===== src/rtl/store_buffer_pkg.sv =====
// Shared types and constants for the posted-store buffer: port FSM encoding,
// bus widths and the default buffer depth.
package store_buffer_pkg;

  typedef enum logic [1:0] {
    ST_IDLE  = 2'b00,
    ST_WR    = 2'b01,
    ST_RD    = 2'b10,
    ST_RDONE = 2'b11
  } port_state_t;

  localparam int SB_DEPTH_DEFAULT = 4;
  localparam int ADDR_W           = 32;
  localparam int DATA_W           = 32;
  localparam int WADDR_W          = ADDR_W - 2;

  function automatic logic [ADDR_W-1:0] byte_addr(input logic [WADDR_W-1:0] waddr);
    return {waddr, 2'b00};
  endfunction

endpackage


===== src/rtl/store_buffer_if.sv =====
// CPU-side and memory-side signals of the store buffer. The slave modport is
// the buffer's view; master is the view of the CPU/memory environment.
interface store_buffer_if;
  import store_buffer_pkg::*;

  logic              cpu_req;
  logic              cpu_we;
  logic [ADDR_W-1:0] cpu_addr;
  logic [DATA_W-1:0] cpu_wdata;
  logic [DATA_W-1:0] cpu_rdata;
  logic              cpu_stall;
  logic              mem_req;
  logic              mem_we;
  logic [ADDR_W-1:0] mem_addr;
  logic [DATA_W-1:0] mem_wdata;
  logic              mem_ack;
  logic [DATA_W-1:0] mem_rdata;
  logic              sb_empty;

  modport slave (
    input  cpu_req, cpu_we, cpu_addr, cpu_wdata, mem_ack, mem_rdata,
    output cpu_rdata, cpu_stall, mem_req, mem_we, mem_addr, mem_wdata, sb_empty
  );

  modport master (
    output cpu_req, cpu_we, cpu_addr, cpu_wdata, mem_ack, mem_rdata,
    input  cpu_rdata, cpu_stall, mem_req, mem_we, mem_addr, mem_wdata, sb_empty
  );

endinterface


===== src/rtl/store_buffer_sb_fifo.sv =====
// Circular store FIFO: word address + data per entry, head/tail/count control,
// and a combinational youngest-match lookup for load forwarding.
module sb_fifo
  import store_buffer_pkg::*;
#(
  parameter int DEPTH = SB_DEPTH_DEFAULT
) (
  input  logic               clk,
  input  logic               rst,
  input  logic               push,
  input  logic [WADDR_W-1:0] push_addr,
  input  logic [DATA_W-1:0]  push_data,
  input  logic               pop,
  input  logic [WADDR_W-1:0] lookup_addr,
  output logic               hit,
  output logic [DATA_W-1:0]  hit_data,
  output logic [WADDR_W-1:0] head_addr,
  output logic [DATA_W-1:0]  head_data,
  output logic               full,
  output logic               empty
);

  localparam int PTR_W = $clog2(DEPTH);
  localparam int CNT_W = PTR_W + 1;

  logic [PTR_W-1:0]   head_q, head_d, tail_q, tail_d, idx;
  logic [CNT_W-1:0]   count_q, count_d;
  logic [DEPTH-1:0]   valid_q, valid_d;
  logic [WADDR_W-1:0] addr_q [DEPTH];
  logic [WADDR_W-1:0] addr_d [DEPTH];
  logic [DATA_W-1:0]  data_q [DEPTH];
  logic [DATA_W-1:0]  data_d [DEPTH];
  logic               do_push, do_pop;

  assign full      = (count_q == CNT_W'(DEPTH));
  assign empty     = (count_q == '0);
  assign do_push   = push & ~full;
  assign do_pop    = pop & ~empty;
  assign head_addr = addr_q[head_q];
  assign head_data = data_q[head_q];

  always_comb begin
    head_d  = head_q;
    tail_d  = tail_q;
    count_d = count_q;
    valid_d = valid_q;
    addr_d  = addr_q;
    data_d  = data_q;
    if (do_push) begin
      addr_d[tail_q]  = push_addr;
      data_d[tail_q]  = push_data;
      valid_d[tail_q] = 1'b1;
      tail_d          = tail_q + 1'b1;
    end
    if (do_pop) begin
      valid_d[head_q] = 1'b0;
      head_d          = head_q + 1'b1;
    end
    case ({do_push, do_pop})
      2'b10:   count_d = count_q + 1'b1;
      2'b01:   count_d = count_q - 1'b1;
      default: count_d = count_q;
    endcase
  end

  // Walk oldest to youngest so the last match seen is the youngest store.
  always_comb begin
    hit      = 1'b0;
    hit_data = '0;
    idx      = '0;
    for (int i = 0; i < DEPTH; i++) begin
      idx = head_q + PTR_W'(i);
      if (valid_q[idx] && (addr_q[idx] == lookup_addr)) begin
        hit      = 1'b1;
        hit_data = data_q[idx];
      end
    end
  end

  always_ff @(posedge clk or posedge rst) begin
    if (rst) begin
      head_q  <= '0;
      tail_q  <= '0;
      count_q <= '0;
      valid_q <= '0;
    end else begin
      head_q  <= head_d;
      tail_q  <= tail_d;
      count_q <= count_d;
      valid_q <= valid_d;
    end
  end

  always_ff @(posedge clk) begin
    addr_q <= addr_d;
    data_q <= data_d;
  end

endmodule


===== src/rtl/store_buffer.sv =====
// Posted-store buffer between the MEM stage and a single-port memory: stores
// are buffered and drained in order, loads forward from the buffer or stall.
module store_buffer
  import store_buffer_pkg::*;
#(
  parameter int DEPTH = SB_DEPTH_DEFAULT
) (
  input  logic         clk,
  input  logic         rst,
  store_buffer_if.slave bus
);

  port_state_t        state_q, state_d;
  logic               mem_req_q, mem_req_d, mem_we_q, mem_we_d;
  logic [ADDR_W-1:0]  mem_addr_q, mem_addr_d;
  logic [DATA_W-1:0]  mem_wdata_q, mem_wdata_d, rdata_q, rdata_d;
  logic [ADDR_W-1:0]  cpu_word_addr;
  logic               is_store, is_load, hit, full, empty, push, pop, load_miss;
  logic [DATA_W-1:0]  hit_data, head_data;
  logic [WADDR_W-1:0] head_addr;

  assign cpu_word_addr = bus.cpu_addr & ~ADDR_W'(3);
  assign is_store      = bus.cpu_req & bus.cpu_we;
  assign is_load       = bus.cpu_req & ~bus.cpu_we;
  assign push          = is_store & ~full;
  assign pop           = (state_q == ST_WR) & bus.mem_ack;
  // In RDONE the frozen load is satisfied from the captured read data.
  assign load_miss     = is_load & ~hit & (state_q != ST_RDONE);

  sb_fifo #(.DEPTH(DEPTH)) u_fifo (
    .clk        (clk),
    .rst        (rst),
    .push       (push),
    .push_addr  (cpu_word_addr[ADDR_W-1:2]),
    .push_data  (bus.cpu_wdata),
    .pop        (pop),
    .lookup_addr(cpu_word_addr[ADDR_W-1:2]),
    .hit        (hit),
    .hit_data   (hit_data),
    .head_addr  (head_addr),
    .head_data  (head_data),
    .full       (full),
    .empty      (empty)
  );

  always_comb begin
    state_d     = state_q;
    mem_req_d   = mem_req_q;
    mem_we_d    = mem_we_q;
    mem_addr_d  = mem_addr_q;
    mem_wdata_d = mem_wdata_q;
    rdata_d     = rdata_q;
    case (state_q)
      ST_IDLE: begin
        if (load_miss) begin
          state_d    = ST_RD;
          mem_req_d  = 1'b1;
          mem_we_d   = 1'b0;
          mem_addr_d = cpu_word_addr;
        end else if (!empty) begin
          state_d     = ST_WR;
          mem_req_d   = 1'b1;
          mem_we_d    = 1'b1;
          mem_addr_d  = byte_addr(head_addr);
          mem_wdata_d = head_data;
        end
      end
      ST_WR: begin
        if (bus.mem_ack) begin
          state_d   = ST_IDLE;
          mem_req_d = 1'b0;
        end
      end
      ST_RD: begin
        if (bus.mem_ack) begin
          state_d   = ST_RDONE;
          mem_req_d = 1'b0;
          rdata_d   = bus.mem_rdata;
        end
      end
      ST_RDONE: state_d = ST_IDLE;
      default:  state_d = ST_IDLE;
    endcase
  end

  always_ff @(posedge clk or posedge rst) begin
    if (rst) begin
      state_q     <= ST_IDLE;
      mem_req_q   <= 1'b0;
      mem_we_q    <= 1'b0;
      mem_addr_q  <= '0;
      mem_wdata_q <= '0;
      rdata_q     <= '0;
    end else begin
      state_q     <= state_d;
      mem_req_q   <= mem_req_d;
      mem_we_q    <= mem_we_d;
      mem_addr_q  <= mem_addr_d;
      mem_wdata_q <= mem_wdata_d;
      rdata_q     <= rdata_d;
    end
  end

  assign bus.cpu_stall = ~rst & ((is_store & full) | load_miss);
  assign bus.cpu_rdata = (state_q == ST_RDONE) ? rdata_q : (hit ? hit_data : '0);
  assign bus.mem_req   = mem_req_q;
  assign bus.mem_we    = mem_we_q;
  assign bus.mem_addr  = mem_addr_q;
  assign bus.mem_wdata = mem_wdata_q;
  assign bus.sb_empty  = empty & (state_q == ST_IDLE);

endmodule


===== src/flat_wrapper.sv =====
// flat-port wrapper written by rule: the top's interface ports become plain ports
module store_buffer_flat import store_buffer_pkg::*;
#(
  parameter int DEPTH = SB_DEPTH_DEFAULT
)
  (clk, rst, bus_cpu_req, bus_cpu_we, bus_cpu_addr, bus_cpu_wdata, bus_mem_ack, bus_mem_rdata, bus_cpu_rdata, bus_cpu_stall, bus_mem_req, bus_mem_we, bus_mem_addr, bus_mem_wdata, bus_sb_empty);
  store_buffer_if bus_i ();
  input  logic clk;
  input  logic rst;
  input wire logic [$bits(bus_i.cpu_req)-1:0] bus_cpu_req;
  input wire logic [$bits(bus_i.cpu_we)-1:0] bus_cpu_we;
  input wire logic [$bits(bus_i.cpu_addr)-1:0] bus_cpu_addr;
  input wire logic [$bits(bus_i.cpu_wdata)-1:0] bus_cpu_wdata;
  input wire logic [$bits(bus_i.mem_ack)-1:0] bus_mem_ack;
  input wire logic [$bits(bus_i.mem_rdata)-1:0] bus_mem_rdata;
  output wire logic [$bits(bus_i.cpu_rdata)-1:0] bus_cpu_rdata;
  output wire logic [$bits(bus_i.cpu_stall)-1:0] bus_cpu_stall;
  output wire logic [$bits(bus_i.mem_req)-1:0] bus_mem_req;
  output wire logic [$bits(bus_i.mem_we)-1:0] bus_mem_we;
  output wire logic [$bits(bus_i.mem_addr)-1:0] bus_mem_addr;
  output wire logic [$bits(bus_i.mem_wdata)-1:0] bus_mem_wdata;
  output wire logic [$bits(bus_i.sb_empty)-1:0] bus_sb_empty;
  assign bus_i.cpu_req = bus_cpu_req;
  assign bus_i.cpu_we = bus_cpu_we;
  assign bus_i.cpu_addr = bus_cpu_addr;
  assign bus_i.cpu_wdata = bus_cpu_wdata;
  assign bus_i.mem_ack = bus_mem_ack;
  assign bus_i.mem_rdata = bus_mem_rdata;
  assign bus_cpu_rdata = bus_i.cpu_rdata;
  assign bus_cpu_stall = bus_i.cpu_stall;
  assign bus_mem_req = bus_i.mem_req;
  assign bus_mem_we = bus_i.mem_we;
  assign bus_mem_addr = bus_i.mem_addr;
  assign bus_mem_wdata = bus_i.mem_wdata;
  assign bus_sb_empty = bus_i.sb_empty;
  store_buffer #(.DEPTH(DEPTH)) u_core (.clk(clk), .rst(rst), .bus(bus_i));
endmodule

===== config.mk =====
export PLATFORM = sky130hd
export DESIGN_NAME = store_buffer_flat
export DESIGN_NICKNAME = d
export VERILOG_FILES = /design/src/rtl/store_buffer_pkg.sv /design/src/rtl/store_buffer_if.sv /design/src/rtl/store_buffer_sb_fifo.sv /design/src/rtl/store_buffer.sv /design/src/flat_wrapper.sv
export SDC_FILE = /design/constraint.sdc
export NUM_CORES = 1
export LEC_CHECK = 0
export ABC_CLOCK_PERIOD_IN_PS = 7400
export BUFFER_PORTS_ARGS = -buffer_cell sky130_fd_sc_hd__buf_4
export CORE_MARGIN = 5
export CORE_UTILIZATION = 45
export DETAILED_ROUTE_END_ITERATION = 8
export PLACE_DENSITY = 0.63
export SYNTH_ARGS = -nofsm -noshare
export SYNTH_HDL_FRONTEND = slang
export SYNTH_SLANG_ARGS = --single-unit
export TNS_END_PERCENT = 10

===== constraint.sdc =====
create_clock -name clk -period 7.4 [get_ports clk]
set_input_delay 2.22 -clock clk [delete_from_list [all_inputs] [get_ports clk]]
set_output_delay 2.22 -clock clk [all_outputs]
set_load 0.1 [all_outputs]

==> results of run 1 <==
-- state kept, by name, summed over array words and instances (netlist names), 2 cells and up --
signal and flops:
u_core.u_fifo.valid_q 4, u_core.u_fifo.tail_q 2, u_core.state_q 2, u_core.rdata_q 32, u_core.bus.mem_wdata 32, u_core.bus.mem_addr 30
u_core.u_fifo.count_q 3, u_core.u_fifo.data_q 128, u_core.u_fifo.addr_q 120, u_core.u_fifo.head_q 2
-- worst max-delay path: cells and delay by family --
kind / cells / cell delay (ns)
AOI/OAI and AO/OA: 5 / 1.48
xor gates and xnor gates: 1 / 0.13
buffers and inverters: 4 / 0.74
and+or+nand+nor: 2 / 0.45
-- report_power, final --
part	total, mW	internal, mW	switching, mW
logic	7.16	2.82	4.34
clock network	2.02	1.18	0.838
registers	2.93	2.62	0.309
total	12.1	6.62	5.49
-- repair_timing --
action | in CTS | in global routing
buffers inserted | 0 | 1
pin swaps | 0 | 5
endpoints found under the setup margin | 32 | 32
gates resized for setup | 2 | 30
-- cells by family (layout without fill, tap and decap cells) --
logic type | after synthesis | count (layout)
buffers and inverters | 172 | 357
muxes | 400 | 400
DFF | 357 | 357
adders and majority gates | 14 | 14
xor gates and xnor gates | 95 | 95
AOI/OAI and AO/OA | 235 | 235
and+or+nand+nor | 370 | 370
other | 1 | 3
-- metrics by stage --
| stage | power (mW) | cells | TNS [ns] | util, % |
|---|---|---|---|---|
| floorplan | 8.54 | 1645 | -0.0219 | - |
| global placement | 9.94 | 2368 | -2.84 | 49.7 |
| detailed placement | 10.0 | 2368 | -1.52 | 49.7 |
| CTS | 12.1 | 2444 | 0 | 52.5 |
| global route | 12.7 | 2445 | 0 | 52.9 |
| finish | 12.1 | 2446 | 0 | 52.9 |
-- how the worst max path moves through the flow --
stage / slack, ns / cells past startpoint / to
finish: 0.14 / 12 / bus_cpu_rdata[0]
global route: 0.03 / 12 / bus_cpu_rdata[24]
CTS: 0.002 / 12 / bus_cpu_rdata[30]
detailed placement: -0.12 / 12 / bus_cpu_rdata[30]
global placement: -0.17 / 12 / bus_cpu_rdata[30]
floorplan: -0.007 / 10 / bus_cpu_rdata[7]
-- metal layers --
layer	part of all wire (%)	routed length, µm	track usage (%)
met3	6.9	4300	4.52
met4	2.5	1560	6.54
met1	42	25900	31.2
met2	49	30400	38.1
met5	0.011	7	0
-- synth_stat cells (9+ instances only) --
cell type | number | share of area, %
a21oi_1 | 48 | 1.1
a2bb2oi_1 | 28 | 1.1
and2_1 | 37 | 1.1
and3_1 | 34 | 0.98
buf_1 | 23 | 0.40
buf_2 | 18 | 0.42
buf_4 | 10 | 0.35
buf_6 | 14 | 0.73
clkbuf_1 | 67 | 1.2
dfrtp_1 | 109 | 13
edfxtp_1 | 248 | 34
ha_1 | 13 | 0.75
inv_1 | 32 | 0.55
mux2_2 | 80 | 4.2
mux2_4 | 30 | 2.1
mux2i_1 | 155 | 7.2
mux4_2 | 132 | 14
nand2_1 | 116 | 2.0
nand2b_1 | 39 | 1.1
nand3_1 | 36 | 0.83
nand4_1 | 15 | 0.43
nor2_1 | 64 | 1.1
nor4_1 | 9 | 0.26
o211ai_1 | 37 | 1.3
o21ai_0 | 13 | 0.30
o22a_1 | 11 | 0.44
o311ai_0 | 16 | 0.65
o311ai_1 | 16 | 0.65
xnor2_1 | 84 | 3.4
xor2_1 | 11 | 0.44
-- cell usage in the layout, fill, tap and decap left out, drive strengths merged, types with 4 or more instances in the layout --
master     n
edfxtp   248
buf      248
mux2i    156
mux4     134
nand2    116
mux2     110
dfrtp    109
xnor2     84
nor2      64
clkbuf    60
a21oi     48
nand2b    39
o211ai    37
and2      37
nand3     36
inv       35
and3      34
o311ai    32
a2bb2oi   28
nand4     15
o21ai     14
ha        13
xor2      11
o22a      11
clkinv    10
nor4       9
a221oi     8
o2111ai    8
a211oi     6
o22ai      5
nor3       5
a2111oi    5
a22oi      4
o221ai     4
a21o       4
-- cell type report --
cell class	instances	area share (%)
clock inverters	16	0.659
flip-flops and latches	357	40.3
diodes	1	0.00991
repair buffers	248	8.47
clock buffers	60	4.67
well taps	615	3.05
inverters	33	0.501
multi-input cells	1116	42.3
==> impl_metrics.toml, run 1 <==
[routing]
vias_per_cell = 6.12
drt_wl_total_um = 62200
drc_errors = 0
wl_per_cell_um = 25.4
vias = 14971
drt_pass1_iterations = 7
drt_iter0_drc = 1260
drtAntennaViolNets = 0

[placement]
place_area_mm2 = 0.0237
dp_hpwl_um = 41900
place_ws_ns = -0.119
io_buffers = 196
gp_congestion = 0.902

[sta]
finalSetupViolations = 0
timing.fmax_mhz = 138
relSlewSlack_pct = 32.6
setup_slack_ns = 0.135
holdWs_ns = 0.505
min_period_over_period_pct = 98.2
finalMaxSlewViolations = 0
rsz0062_at_grt = "false"
hold_violations = 0
min_period_ns = 7.26
worst_clock_skew_ns = 0.0384
tightest_slew_ns = 1.01

[synth]
synth_top_family_by_area = "multiplexers"
synth_cell_types = 73
synthAdderAreaFrac_pct = 0.842
syn_inst = 1644
synth-compound-area-share_pct = 8.14
yosysSeqAreaShare_pct = 46.9
ys_seq_elements = 357
synth_xor_area_share_pct = 3.84
synth_edf_count = 248
muxShareOfSynthArea_pct = 27.4
synth_ff_type = "edfxtp_1"
synth_simple_gate_area_share_pct = 8.59
synthArstFlopShare_pct = 30.5
ys_warn_count = 0
syn_area_mm2 = 0.0217
syn_avg_cell_area_um2 = 13.2

[hold_path]
min_to = "u_core.rdata_q[29]$_DFFE_PP0P_"
hp-start = "u_core.rdata_q[29]$_DFFE_PP0P_"
worstHoldPathType = "flop to flop"
min_path_cells = 1

[clock_network]
clock_latency_ns = 0.58
cts_tree = "yes"
clkSlewWorstSetupHoldPaths_ns = 0.05
htreeDepth = 2
cts_sinks = 357
postCtsHoldBufs = 0
cts-buffers-inserted = 42
clockBufferDepth = 3
root_buffer = "clkbuf_16"

[floorplan]
initial_utilization_pct = 45.4
die_w_um = 230
pin_count = 201
dieArea_mm2 = 0.0527
dieHeight_um = 230
num_rows = 80
fp.coreArea_mm2 = 0.0477

[power_and_ir_drop]
power_leakage_nw = 9.71
power_per_cell_area_mw_per_mm2 = 480
ir_drop_mv = 0.400

[job]
cap_viol_max_count = 0

[cells_and_area]
multi_input_area_mm2 = 0.0107
area_growth_pct = 16.3
regArea_mm2 = 0.0102
nets = 1913
n_fill_cell = 4084
final_area_mm2 = 0.0252
layout-drive-gt1-share_pct = 31.4

[global_routing]
grt_first_pass_wirelength_um = 94400
grt_max_degree = 184
grtUsageTotal_pct = 23.0
grt_pass1_vias = 15111
antenna_found_initial = 2
grt-ovfl-total = 0

[setup_path]
crit_required_ns = 5.18
reg2reg_slack_ns = 1.90
crit_path_max_incr_delay_ns = 0.42
crit_top_cell = "buf_4"
cp_max_fo = 22
ff2ff_path_depth = 13
r2r-end = "u_core.bus.mem_wdata[24]$_DFFE_PP0P_"
slowest_stage = "a2111oi_4"
crit_type = "input pin to output port"
critPathLaunchType = "input pin"
crit_chain = "buf_4 -> xnor2_1 -> a2111oi_2 -> o2111ai_2 -> a2111oi_4 -> buf_4 -> and4bb_1 -> o31a_1 -> buf_12 -> o311ai_0 -> nand3_1 -> buf_6"
startpoint = "bus_cpu_addr[31]"
timing.rr.start = "u_core.u_fifo.head_q[0]$_DFFE_PP0P_"
cp-end-kind = "output port"
crit_arrival_ns = 5.04

[status]
outcome = "finished clean"
Power figures use the tool's default switching activity.
==> run 2: changes to the inputs <==
--- a/config.mk
+++ b/config.mk
@@ -5,12 +5,13 @@
 export SDC_FILE = /design/constraint.sdc
 export NUM_CORES = 1
 export LEC_CHECK = 0
+export ABC_AREA = 1
 export ABC_CLOCK_PERIOD_IN_PS = 7400
 export BUFFER_PORTS_ARGS = -buffer_cell sky130_fd_sc_hd__buf_4
 export CORE_MARGIN = 5
-export CORE_UTILIZATION = 45
+export CORE_UTILIZATION = 35
 export DETAILED_ROUTE_END_ITERATION = 8
-export PLACE_DENSITY = 0.63
+export PLACE_DENSITY = 0.52
 export SYNTH_ARGS = -nofsm -noshare
 export SYNTH_HDL_FRONTEND = slang
 export SYNTH_SLANG_ARGS = --single-unit
==> constraint.sdc (replaced) <==
create_clock -name clk -period 7.4 [get_ports clk]
set_input_delay 2.22 -clock clk [delete_from_list [all_inputs] [get_ports clk]]
set_output_delay 2.22 -clock clk [all_outputs]
set_load 0.05 [all_outputs]
==> run 2 against run 1 <==
Compared with the run above: sequential power decreased by 3%; combinational power decreased by 11%; synthesized area increased by 0.29%; sequential share of layout area decreased by 0.27 points; power decreased by 6.5%; worst hold slack got worse by 0.024 ns; critical path depth increased by 9; critical path type is now flop to output port; highest routed layer unchanged.
==> impl_metrics.toml, run 2 <==
[synth]
syn_inst = 2992
synth_edf_count = 248
synth_top_family_by_area = "simple AND/OR/NAND/NOR gates"
synth_xor_area_share_pct = 0.322
synthTopCellsByArea = "edfxtp_1 (34%), nand2_1 (21%), dfrtp_1 (13%), nand3_1 (9.2%), o21ai_0 (5.5%)"
yosys-top-cells-count = "nand2_1 (1246), nand3_1 (399), edfxtp_1 (248)"
yosysSeqAreaShare_pct = 46.8
synthAdderAreaFrac_pct = 0.840
synth_cell_types = 33
synth_area_leader_cell = "edfxtp_1"
synth_simple_gate_area_share_pct = 34.7
syn_area_mm2 = 0.0218
syn_avg_cell_area_um2 = 7.27
synth_top_cell_area_share_pct = 34.2
synthArstFlopShare_pct = 30.5
yosysMostFrequentCell = "nand2_1"
muxShareOfSynthArea_pct = 1.89
ys_seq_elements = 357
synth_ff_type = "edfxtp_1"
ys_warn_count = 0
synth-compound-area-share_pct = 8.46

[power_and_ir_drop]
power_per_cell_area_mw_per_mm2 = 446
pwr-share-clk_pct = 18.8
combPwrFrac_pct = 56.0
p_seq_share_pct = 25.1
power_switching_mw = 5.72
p_int_mw = 5.60
switching_share_pct = 50.5
power_leakage_nw = 12.0
ir_drop_mv = 0.494
finalPower_mw = 11.3

[hold_path]
hp-start = "u_core.bus.mem_req$_DFFE_PP0P_"
worstHoldPathType = "flop to flop"

[clock_network]
cts_sinks = 357
cts-buffers-inserted = 44
cts_tree = "yes"
clockBufferDepth = 3
clkSlewWorstSetupHoldPaths_ns = 0.06
htreeDepth = 2
clock_latency_ns = 0.59
root_buffer = "clkbuf_16"

[placement]
io_buffers = 196
place_inst = 3887
place_area_mm2 = 0.0240
gp_congestion = 0.871
dp_hpwl_um = 47900

[cells_and_area]
multi_input_area_mm2 = 0.0101
nets = 3211
final_cell_mix = "nand2_1 (1246), nand3_1 (399), edfxtp_1 (248), o21ai_0 (240), buf_4 (216)"
reg_top3 = "u_core.u_fifo.data_q x128, u_core.u_fifo.addr_q x120"
largest_reg_flops = 128
final_common_cell = "nand2_1"
stdcell_count = 3971
area_growth_pct = 16.8
final_area_mm2 = 0.0254
top_register = "u_core.u_fifo.data_q"
regArea_mm2 = 0.0102
n_fill_cell = 6158
layout-drive-gt1-share_pct = 11.1

[sta]
worst_clock_skew_ns = 0.0255
min_period_ns = 6.88
min_period_over_period_pct = 93.0
finalSetupViolations = 0
holdWs_ns = 0.481
relSlewSlack_pct = 21.6
finalSetupTns_ns = 0
timing.fmax_mhz = 145
tightest_slew_ns = 1.17
finalMaxSlewViolations = 0
rsz0062_at_grt = "false"
hold_violations = 0

[floorplan]
fp.coreArea_mm2 = 0.0616
pin_count = 201
dieHeight_um = 259
num_rows = 91
die_w_um = 259
dieArea_mm2 = 0.0672
initial_utilization_pct = 35.3

[setup_path]
crit_required_ns = 5.18
crit_type = "flop to output port"
slowest_stage = "dfrtp_4"
cp_max_fo = 185
timing.rr.start = "u_core.u_fifo.head_q[0]$_DFFE_PP0P_"
critical_path_buf_inv_count = 5
crit_arrival_ns = 4.66
crit_top_cell = "nand2_1"
critPathTopFamily = "simple AND/OR/NAND/NOR gates"
crit_path_max_incr_delay_ns = 0.67
critPathLaunchType = "flop"
startpoint = "u_core.u_fifo.head_q[0]$_DFFE_PP0P_"
cp-end-kind = "output port"
crit_chain = "inv_4 -> buf_12 -> nand2_1 -> nand3_1 -> nand2_1 -> nand2_1 -> o21ai_0 -> nor2_1 -> nand2_1 -> nor2_1 -> nand2_1 -> nor2_1 -> buf_4 -> nor2_2 -> nand2_1 -> nand2_1 -> buf_12 -> a21oi_1 -> nand2_1 -> nand2_1 -> buf_4"

[job]
cap_viol_max_count = 0

[global_routing]
grt_pass1_vias = 18865
grt-ovfl-total = 0
grt_first_pass_wirelength_um = 112000
grt_max_degree = 186
antenna_found_initial = 5
grtUsageTotal_pct = 21.3

[routing]
drc_errors = 0
wl_per_cell_um = 18.7
drt_wl_total_um = 74300
drt_pass1_iterations = 6
vias = 20308
vias_per_cell = 5.11
drt_iter0_drc = 1593
drtAntennaViolNets = 0

[status]
outcome = "finished clean"
[run 2: worst paths after layout]
| kind | end | slack, ns | cells past startpoint |
|---|---|---|---|
| hold / removal | u_core.bus.mem_req$_DFFE_PP0P_ | 0.48 | 2 |
| setup / recovery | bus_cpu_rdata[24] | 0.52 | 21 |
| hold reg to reg | u_core.bus.mem_req$_DFFE_PP0P_ | 0.48 | 2 |
| setup reg to reg | u_core.bus.mem_wdata[24]$_DFFE_PP0P_ | 2.04 | 20 |
| min in group asynchronous | u_core.bus.mem_wdata[12]$_DFFE_PP0P_ | 1.76 | 2 |
| max in group asynchronous | u_core.u_fifo.head_q[0]$_DFFE_PP0P_ | 4.23 | 3 |
[run 2: stage by stage]
stage	util, %	setup WS [ns]
3_5_place_dp	38.9	0.594
4_1_cts	41.2	0.326
3_3_place_gp	38.9	0.606
6_report	41.2	0.521
2_1_floorplan	-	0.965
5_1_grt	41.2	0.219
[run 2: logic make-up (layout without fill, tap and decap cells)]
group	after synthesis	count (layout)
AO/OA/AOI/OAI	351	351
buffers and inverters	383	520
multiplexers	37	37
XOR/XNOR	8	8
adder cells (fa/ha/maj)	14	14
AND/OR/NAND/NOR	1841	1841
other	1	6
flip-flops	357	357
[run 2: what timing repair did]
item / in CTS / in global routing
buffers inserted: 0 / 0
endpoints found under the setup margin: 0 / 2
hold buffers: 0 / 0
gates resized for setup: 0 / 1
[run 2: layout make-up]
cell class / count / area share [%]
Antenna cell: 4 / 0.0394
Clock buffer: 59 / 4.84
Clock inverter: 21 / 0.744
Inverter: 213 / 3.19
Multi-Input combinational cell: 2253 / 39.8
Sequential cell: 357 / 40.1
Tap cell: 837 / 4.12
Timing Repair Buffer: 227 / 7.22
[run 2: worst reg2reg max path, delay by kind of cell, from the launching register on]
kind,cells,cell delay [ns]
flops,1,0.67
simple gates,13,2.63
buf+inv,5,1.69
compound gates,2,0.21
[run 2: power by group through the flow]
| stage | clock network, mW | logic (mW) | registers (mW) |
|---|---|---|---|
| after floorplan | 0 | 4.02 | 3.39 |
| after global placement | 0 | 6.24 | 2.87 |
| after detailed placement | 0 | 6.32 | 2.89 |
| after CTS | 2.18 | 6.34 | 2.85 |
| after global routing | 2.27 | 7.07 | 2.90 |
| final | 2.13 | 6.35 | 2.85 |
[run 2: per-layer routing]
| metal | part of all wire [%] | global-route usage (%) | routed length, µm |
|---|---|---|---|
| met5 | 0.039 | 0 | 29 |
| met4 | 2.0 | 5.01 | 1460 |
| met3 | 7.6 | 4.04 | 5640 |
| met2 | 47 | 35.5 | 34600 |
| met1 | 44 | 28.8 | 32600 |
==> run 3: changes to the inputs <==
--- a/config.mk
+++ b/config.mk
@@ -5,7 +5,6 @@
 export SDC_FILE = /design/constraint.sdc
 export NUM_CORES = 1
 export LEC_CHECK = 0
-export ABC_AREA = 1
 export ABC_CLOCK_PERIOD_IN_PS = 7400
 export BUFFER_PORTS_ARGS = -buffer_cell sky130_fd_sc_hd__buf_4
 export CORE_MARGIN = 5
==> run 3 against run 2 <==
Compared with the run above: clock skew increased by 0.0057 ns; sequential power increased by 2%; worst hold slack improved by 0.027 ns; die area decreased by 0.28%; clock-buffer cell count increased by 1; cell count decreased by 33%; worst setup slack got worse by 0.42 ns; critical path depth decreased by 7; largest cell class is now multi-input combinational cells; largest power group unchanged.
==> impl_metrics.toml, run 3 (synthesis gave the netlist of run 1 again) <==
[status]
outcome = "finished clean"

[floorplan]
dieHeight_um = 259
fp.coreArea_mm2 = 0.0616
initial_utilization_pct = 35.2
dieArea_mm2 = 0.0671
die_w_um = 259
num_rows = 91
pin_count = 201

[placement]
dp_hpwl_um = 44200
place_inst = 2579
gp_congestion = 0.878
place_area_mm2 = 0.0239
io_buffers = 196
place_ws_ns = -0.0500

[setup_path]
cp-end-kind = "output port"
crit_required_ns = 5.18
reg2reg_slack_ns = 1.82
timing.rr.start = "u_core.u_fifo.head_q[0]$_DFFE_PP0P_"
crit_type = "input pin to output port"
cp_max_fo = 16
r2r-end = "u_core.bus.mem_wdata[26]$_DFFE_PP0P_"
ff2ff_path_depth = 15
critPathLaunchType = "input pin"
crit_arrival_ns = 5.08

[global_routing]
grt_max_degree = 184
grt_first_pass_wirelength_um = 99800
grt-ovfl-total = 0
grtUsageTotal_pct = 19.5
grt_pass1_vias = 15270
antenna_found_initial = 5

[cells_and_area]
layout-drive-gt1-share_pct = 31.1
nets = 1906
largest_reg_flops = 128
stdcell_count = 2669
post-route-util_pct = 41.3
n_fill_cell = 5730
final_cell_mix = "edfxtp_1 (248), buf_4 (226), mux2i_1 (155), mux4_2 (132), nand2_1 (115)"
area_growth_pct = 17.3
final_area_mm2 = 0.0254
reg_top3 = "u_core.u_fifo.data_q x128, u_core.u_fifo.addr_q x120"
top_register = "u_core.u_fifo.data_q"
final_common_cell = "edfxtp_1"

[routing]
vias_per_cell = 5.65
drt_wl_total_um = 67200
top_layer = "met5"
drtAntennaViolNets = 0
wl_met1_um = 28100
wl_per_cell_um = 25.2
drt_pass1_iterations = 8
wl_met2_um = 32200
vias = 15090
drt_iter0_drc = 1100
routed-wl-met3_um = 5000
drc_errors = 0

[sta]
relSlewSlack_pct = 27.0
hold_violations = 0
min_period_ns = 7.30
min_period_over_period_pct = 98.6
worst_clock_skew_ns = 0.0312
timing.fmax_mhz = 137
setup_slack_ns = 0.104
finalMaxSlewViolations = 0
rsz0062_at_grt = "false"
finalSetupViolations = 0
tightest_slew_ns = 1.10

[power_and_ir_drop]
power_leakage_nw = 9.70
finalPower_mw = 11.5
power_per_cell_area_mw_per_mm2 = 452
ir_drop_mv = 0.310

[hold_path]
worstHoldPathType = "flop to flop"
min_to = "u_core.rdata_q[26]$_DFFE_PP0P_"
hp-start = "u_core.rdata_q[26]$_DFFE_PP0P_"
min_path_cells = 1

[clock_network]
cts-buffers-inserted = 44
clock_latency_ns = 0.59
cts_sinks = 357
cts_tree = "yes"
root_buffer = "clkbuf_16"
clkSlewWorstSetupHoldPaths_ns = 0.06
htreeDepth = 2
clockBufferDepth = 3

[job]
cap_viol_max_count = 0
==> run 3: timing repair <==
action | 4_1_cts | 5_1_grt
hold buffers | 0 | 0
gates cloned | 0 | 1
buffers inserted | 1 | 1
gates resized for setup | 2 | 0
setup endpoints to repair | 20 | 16
pin swaps | 1 | 2
==> run 3: layout make-up <==
| cell class | count | area (µm²) | area share, % |
|---|---|---|---|
| Clock inverter | 22 | 215 | 0.846 |
| Timing Repair Buffer | 239 | 1970 | 7.74 |
| Antenna cell | 5 | 12.5 | 0.0492 |
| Inverter | 33 | 126 | 0.497 |
| Sequential cell | 357 | 10200 | 40.0 |
| Clock buffer | 60 | 1240 | 4.88 |
| Multi-Input combinational cell | 1116 | 10600 | 41.8 |
| Tap cell | 837 | 1050 | 4.12 |
==> run 3: worst max-delay path by stage <==
stage	start	endpoint	slack (ns)
finish	bus_cpu_addr[31]	bus_cpu_rdata[30]	0.10
global route	bus_cpu_addr[18]	bus_cpu_rdata[24]	0.005
floorplan	bus_cpu_addr[31]	bus_cpu_rdata[7]	0.31
detailed placement	bus_cpu_addr[18]	bus_cpu_rdata[22]	-0.05
global placement	bus_cpu_addr[18]	bus_cpu_rdata[22]	-0.09
CTS	bus_cpu_addr[18]	bus_cpu_rdata[30]	0.11
==> run 3: critical path, stage by stage <==
cell	delay [ns]
buf_4	0.13
buf_4	0.19
xnor2_1	0.14
nor3_1	0.19
o2111ai_1	0.16
a2111oi_2	0.52
buf_4	0.19
and4bb_1	0.28
o31a_1	0.21
buf_12	0.13
buf_12	0.16
o311ai_0	0.14
nand3_1	0.17
buf_4	0.22
==> run 3: stage by stage <==
step / hold WS, ns / setup TNS, ns
after floorplan: 0.479 / 0
after global placement: 0.491 / -0.830
after detailed placement: 0.496 / -0.266
after CTS: 0.511 / 0
after global routing: 0.525 / 0
final: 0.507 / 0
==> run 3: where the power goes <==
part           switching [mW]  internal, mW
clock network           0.885          1.29
logic                    3.63          2.78
registers               0.301          2.62
total                    4.81          6.69
==> run 3: per-layer routing <==
layer	vias up	global-route usage (%)
met1	7790	25.5
met3	100	4.76
li1	6688	-
met2	510	32.1
met5	-	0
met4	2	6.30
